### config.mk
export PLATFORM = sky130hd
export DESIGN_NAME = mips_mc_ctrl
export DESIGN_NICKNAME = d
export VERILOG_FILES = /design/src/rtl/mips_pkg.sv /design/src/rtl/mips_mc_outdec.sv /design/src/rtl/mips_mc_ctrl.sv
export SDC_FILE = /design/constraint.sdc
export NUM_CORES = 1
export LEC_CHECK = 0
export ABC_AREA = 1
export ABC_CLOCK_PERIOD_IN_PS = 4500
export CORE_UTILIZATION = 50
export CTS_CLUSTER_SIZE = 28
export DETAILED_ROUTE_END_ITERATION = 16
export PLACE_DENSITY = 0.84
export RECOVER_POWER = 100
export SETUP_SLACK_MARGIN = 0.1
export SLEW_MARGIN = 20
export SYNTH_ARGS = -nofsm -noshare
export SYNTH_HDL_FRONTEND = slang
export SYNTH_SLANG_ARGS = --single-unit
### constraint.sdc
create_clock -name clk -period 4.5 [get_ports clk]
set_input_delay 1.125 -clock clk [delete_from_list [all_inputs] [get_ports clk]]
set_output_delay 1.125 -clock clk [all_outputs]
set_load 0.01 [all_outputs]
### src/rtl/mips_pkg.sv
// Shared encodings for the multicycle MIPS controller: opcodes, state codes,
// ALUOP/PCSRC/ALUSRCB select values and the bundled datapath control word.
package mips_pkg;

  localparam logic [5:0] OP_RTYPE = 6'b000000;
  localparam logic [5:0] OP_LW    = 6'b100011;
  localparam logic [5:0] OP_SW    = 6'b101011;
  localparam logic [5:0] OP_BEQ   = 6'b000100;
  localparam logic [5:0] OP_BNE   = 6'b000101;
  localparam logic [5:0] OP_ADDI  = 6'b001000;
  localparam logic [5:0] OP_J     = 6'b000010;

  localparam logic [1:0] ALUOP_ADD   = 2'b00;
  localparam logic [1:0] ALUOP_SUB   = 2'b01;
  localparam logic [1:0] ALUOP_FUNCT = 2'b10;

  localparam logic [1:0] PCSRC_ALU    = 2'b00;
  localparam logic [1:0] PCSRC_ALUOUT = 2'b01;
  localparam logic [1:0] PCSRC_JUMP   = 2'b10;

  localparam logic [1:0] SRCB_REG   = 2'b00;
  localparam logic [1:0] SRCB_FOUR  = 2'b01;
  localparam logic [1:0] SRCB_IMM   = 2'b10;
  localparam logic [1:0] SRCB_IMMSH = 2'b11;

  typedef enum logic [3:0] {
    S_FETCH   = 4'd0,
    S_DECODE  = 4'd1,
    S_MEMADR  = 4'd2,
    S_MEMRD   = 4'd3,
    S_MEMWB   = 4'd4,
    S_MEMWR   = 4'd5,
    S_RTYPEEX = 4'd6,
    S_RTYPEWB = 4'd7,
    S_BEQEX   = 4'd8,
    S_ADDIEX  = 4'd9,
    S_ADDIWB  = 4'd10,
    S_JEX     = 4'd11,
    S_ERR     = 4'd12,
    S_BNEEX   = 4'd13
  } state_t;

  // bne marks the inverted-zero branch condition used by BNEEX.
  typedef struct packed {
    logic       mem_req;
    logic       memwrite;
    logic       irwrite;
    logic       regwrite;
    logic       regdst;
    logic       memtoreg;
    logic       iord;
    logic       alusrca;
    logic [1:0] alusrcb;
    logic [1:0] pcsrc;
    logic [1:0] aluop;
    logic       pcwrite;
    logic       branch;
    logic       bne;
  } ctrl_t;

endpackage

### src/rtl/mips_mc_outdec.sv
// Combinational output decoder: maps the controller state (and mem_ready for
// the completion-cycle strobes) to the datapath control word.
module mips_mc_outdec
  import mips_pkg::*;
(
  input  state_t state,
  input  logic   mem_ready,
  output ctrl_t  ctrl
);

  always_comb begin
    ctrl = '0;
    case (state)
      S_FETCH: begin
        ctrl.mem_req = 1'b1;
        ctrl.alusrcb = SRCB_FOUR;
        ctrl.irwrite = mem_ready;
        ctrl.pcwrite = mem_ready;
      end
      S_DECODE: ctrl.alusrcb = SRCB_IMMSH;
      S_MEMADR, S_ADDIEX: begin
        ctrl.alusrca = 1'b1;
        ctrl.alusrcb = SRCB_IMM;
      end
      S_MEMRD: begin
        ctrl.mem_req = 1'b1;
        ctrl.iord    = 1'b1;
      end
      S_MEMWR: begin
        ctrl.mem_req  = 1'b1;
        ctrl.iord     = 1'b1;
        ctrl.memwrite = mem_ready;
      end
      S_MEMWB: begin
        ctrl.regwrite = 1'b1;
        ctrl.memtoreg = 1'b1;
      end
      S_RTYPEEX: begin
        ctrl.alusrca = 1'b1;
        ctrl.aluop   = ALUOP_FUNCT;
      end
      S_RTYPEWB: begin
        ctrl.regwrite = 1'b1;
        ctrl.regdst   = 1'b1;
      end
      S_ADDIWB: ctrl.regwrite = 1'b1;
      S_BEQEX, S_BNEEX: begin
        ctrl.alusrca = 1'b1;
        ctrl.aluop   = ALUOP_SUB;
        ctrl.pcsrc   = PCSRC_ALUOUT;
        ctrl.branch  = 1'b1;
        ctrl.bne     = (state == S_BNEEX);
      end
      S_JEX: begin
        ctrl.pcsrc   = PCSRC_JUMP;
        ctrl.pcwrite = 1'b1;
      end
      default: ;
    endcase
  end

endmodule

### src/rtl/mips_mc_ctrl.sv
// Multicycle MIPS control FSM with memory wait timeout and sticky error state.
// Define MIPS_MC_BNE_EN to decode bne (op 000101) into BNEEX instead of ERR.
module mips_mc_ctrl
  import mips_pkg::*;
#(
  parameter int MEM_TIMEOUT = 15
) (
  input  logic       clk,
  input  logic       reset,
  input  logic [5:0] op,
  input  logic       zero,
  input  logic       mem_ready,
  output logic       mem_req,
  output logic       memwrite,
  output logic       irwrite,
  output logic       regwrite,
  output logic       regdst,
  output logic       memtoreg,
  output logic       iord,
  output logic       alusrca,
  output logic [1:0] alusrcb,
  output logic [1:0] pcsrc,
  output logic [1:0] aluop,
  output logic       pcen,
  output logic       err,
  output logic [3:0] state
);

  // Memory handshake: an access transfers in the cycle where mem_req and
  // mem_ready are both 1; mem_req stays high until then or until timeout.
  localparam logic [7:0] WAIT_LAST = 8'(MEM_TIMEOUT - 1);

  state_t     state_q, state_d;
  logic [7:0] wait_cnt;
  ctrl_t      ctrl;
  logic       waiting, timeout;

  mips_mc_outdec u_outdec (
    .state     (state_q),
    .mem_ready (mem_ready),
    .ctrl      (ctrl)
  );

  assign waiting = ctrl.mem_req && !mem_ready;
  assign timeout = waiting && (wait_cnt == WAIT_LAST);

  always_comb begin
    state_d = state_q;
    if (timeout) begin
      state_d = S_ERR;
    end else begin
      case (state_q)
        S_FETCH:  if (mem_ready) state_d = S_DECODE;
        S_DECODE: begin
          case (op)
            OP_LW, OP_SW: state_d = S_MEMADR;
            OP_RTYPE:     state_d = S_RTYPEEX;
            OP_BEQ:       state_d = S_BEQEX;
            OP_ADDI:      state_d = S_ADDIEX;
            OP_J:         state_d = S_JEX;
`ifdef MIPS_MC_BNE_EN
            OP_BNE:       state_d = S_BNEEX;
`endif
            default:      state_d = S_ERR;
          endcase
        end
        S_MEMADR:  state_d = (op == OP_SW) ? S_MEMWR : S_MEMRD;
        S_MEMRD:   if (mem_ready) state_d = S_MEMWB;
        S_MEMWR:   if (mem_ready) state_d = S_FETCH;
        S_RTYPEEX: state_d = S_RTYPEWB;
        S_ADDIEX:  state_d = S_ADDIWB;
        S_MEMWB, S_RTYPEWB, S_ADDIWB, S_BEQEX, S_BNEEX, S_JEX: state_d = S_FETCH;
        S_ERR:     state_d = S_ERR;
        default:   state_d = S_ERR;
      endcase
    end
  end

  always_ff @(posedge clk) begin
    if (reset) begin
      state_q  <= S_FETCH;
      wait_cnt <= 8'd0;
    end else begin
      state_q <= state_d;
      if (state_d != state_q) wait_cnt <= 8'd0;
      else if (waiting)       wait_cnt <= wait_cnt + 8'd1;
    end
  end

  assign mem_req  = ctrl.mem_req;
  assign memwrite = ctrl.memwrite;
  assign irwrite  = ctrl.irwrite;
  assign regwrite = ctrl.regwrite;
  assign regdst   = ctrl.regdst;
  assign memtoreg = ctrl.memtoreg;
  assign iord     = ctrl.iord;
  assign alusrca  = ctrl.alusrca;
  assign alusrcb  = ctrl.alusrcb;
  assign pcsrc    = ctrl.pcsrc;
  assign aluop    = ctrl.aluop;
  // BNEEX reuses the branch path with the zero sense inverted.
  assign pcen     = ctrl.pcwrite | (ctrl.branch & (zero ^ ctrl.bne));
  assign err      = (state_q == S_ERR);
  assign state    = state_q;

endmodule
==> impl_metrics.env <==
export IMPL_syn_area_um2=990
export IMPL_worstMarginPinSlew_ns=0.310
export IMPL_clock_latency_ns=0.27
export IMPL_r2r_cells=12
export IMPL_post_cts_buffers=0
export IMPL_peakVddDrop_v=0.000288
export IMPL_place_gp_congestion=0.872
export IMPL_grt_remaining_overflow=0
export IMPL_wl_per_cell_um=11.2
export IMPL_hold_path_end="wait_cnt[6]"
export IMPL_layout_commonest_cell="nor2_1"
export IMPL_synth_cells=173
export IMPL_min_from="wait_cnt[6]"
export IMPL_cts_resized=0
export IMPL_rows=15
export IMPL_dieWidth_um=46.5
export IMPL_reg2reg_slack_ns=2.51
export IMPL_fin_crit_sh_pct=87.3
export IMPL_crit_buf_inv=3
export IMPL_first_pass_iters=6
export IMPL_drt_wl_total_mm=2.58
export IMPL_critPathLaunchType="primary input"
export IMPL_min_path_cells=2
export IMPL_synthToLayoutAreaGrowth_pct=35.4
export IMPL_cts_tree="built"
export IMPL_syn_num_nets=185
export IMPL_synth_warnings=0
export IMPL_antenna_found_initial=0
export IMPL_total_power_uw=313
export IMPL_hold_class="reg2reg"
export IMPL_cts_num_sinks=12
export IMPL_pre_cts_slack_ns=0.704
export IMPL_rr_startpoint="state[1]"
export IMPL_skew_ns=0.00284
export IMPL_cp_arrival_ns=2.80
export IMPL_io_pins=30
export IMPL_hold_worst_slack_ns=0.558
export IMPL_nNetsFinal=219
export IMPL_grt_max_degree=9
export IMPL_n_antenna_cell=0
export IMPL_clock_root_buffer="clkbuf_4"
export IMPL_antenna_left=0
export IMPL_ys_seq_area_share_pct=24.3
export IMPL_synth_avg_cell_area_um2=5.72
export IMPL_cp_end_kind="output port"
export IMPL_crit_type="in2out"
export IMPL_relSlewSlack_pct=79.3
export IMPL_grt_pass1_wl_mm=4.20
export IMPL_required_ns=3.38
export IMPL_drv_slew=0
export IMPL_status="completed"
export IMPL_grt_pass1_vias=1051
export IMPL_die_y_um=46.5
export IMPL_setup_viol=0
export IMPL_initial_core_util_pct=55.5
export IMPL_setup_slack_ns=0.573
export IMPL_r2r_end="wait_cnt[2]"
export IMPL_min_period_ns=3.93
export IMPL_port_buffers=29
export IMPL_path_max_fanout=7
export IMPL_clockBufferDepth=2
export IMPL_multiInputGateArea_um2=629
export IMPL_cts_buffers=3
export IMPL_crit_family="buffers and inverters"
export IMPL_p_leak_uw=0.000700
export IMPL_fmax_ghz=0.255
export IMPL_grt_total_usage_pct=27.2
export IMPL_post_drt_via_cell_ratio=5.06
export IMPL_hold_violations=0
export IMPL_cap_viol_max_count=0
export IMPL_route_detailed_drc=0
export IMPL_pwr_density_cell_mw_per_mm2=234
export IMPL_worstPathCellList="clkdlybuf4s50_1 -> inv_1 -> nor2_1 -> a2111o_1 -> dlygate4sd3_1"
export IMPL_final_cell_mix="nor2_1, nand2_1, inv_1"
export IMPL_die_area_mm2=0.00216
export IMPL_drive_gt1_share_pct=5.34
export IMPL_vias=1168
export IMPL_seq_area_um2=240
export IMPL_tns_ns=0
export IMPL_ctsHtreeMaxLevel=1
export IMPL_path_clk_slew_ns=0.07
export IMPL_synth_distinct_cells=17
export IMPL_dp_hpwl_mm=2.13
export IMPL_core_mm2=0.00178
export IMPL_slowest_stage="dlygate4sd3_1"
export IMPL_ctsHoldBuffers=0
export IMPL_drtIter0Drc=45
export IMPL_nFillCells=158
export IMPL_ys_seq_elements=12
export IMPL_critPathMaxStageDelay_ns=0.61
export IMPL_final_util_pct=75.2
export IMPL_rsz0062_at_grt="false"
[routing by layer]
layer / vias to the layer above / routed length [µm] / GRT usage [%]
li1: 601 / - / -
met1: 526 / 1140 / 32.7
met2: 38 / 1270 / 47.8
met3: 3 / 151 / 8.24
met4: 0 / 16 / 4.12
met5: - / 0 / 0
[power by group]
part / leakage, µW / internal (µW) / switching [µW]
Sequential: 0.0000972 / 111 / 6.28
Combinational: 0.000582 / 48.3 / 64.8
Clock: 0.0000210 / 49.2 / 34.3
Total: 0.000700 / 208 / 105
[sequential cells by signal, indices dropped and copies added, names as in the netlist]
register	count
state	4
wait_cnt	8
[synth_stat cells (all sizes together)]
library cell	count	area, µm²
ha	2	25.0
nor2	48	188
a2111o	1	11.3
nand3b	2	15.0
dfxtp	12	240
o21ai	5	25.0
inv	30	113
a21oi	2	10.0
nor3	2	20.0
nand2	41	161
xnor2	1	8.76
xor2	6	52.6
nand4	4	25.0
nand3	17	95.1
[worst max path at each step]
stage | start | slack, ns | cells after the start | end
floorplan | mem_ready | 1.58 | 3 | pcen
global placement | mem_ready | 0.75 | 5 | pcen
detailed placement | mem_ready | 0.70 | 5 | pcen
CTS | mem_ready | 0.70 | 5 | pcen
global route | mem_ready | 0.51 | 5 | pcen
finish | mem_ready | 0.57 | 5 | pcen
[area by class of cell]
type	instances	area share, %
multi-input combinational	131	47.0
clock buffer	4	2.71
tap	25	2.33
sequential	12	17.9
inverter	30	8.40
timing repair buffer	29	21.7
[logic make-up (layout without fill, tap and decap cells)]
group	count (synthesis)	in the layout	synth area share [%]
buf+inv	30	63	11.4
flops	12	12	24.3
fa+ha+maj	2	2	2.53
simple gates	114	114	50.9
compound gates	8	8	4.68
xor+xnor	7	7	6.19
[worst min-delay path, cell delays in order (launching register included)]
cell and delay (ns):
dfxtp_1 0.36, xor2_1 0.08, nor2_1 0.09
[stage by stage]
stage                     instances  cell area (µm²)
after detailed placement        227             1310
final                           231             1340
after floorplan                 173              990
after global placement          227             1310
after CTS                       231             1350
after global routing            231             1340
(Power assumes the default switching activity.)
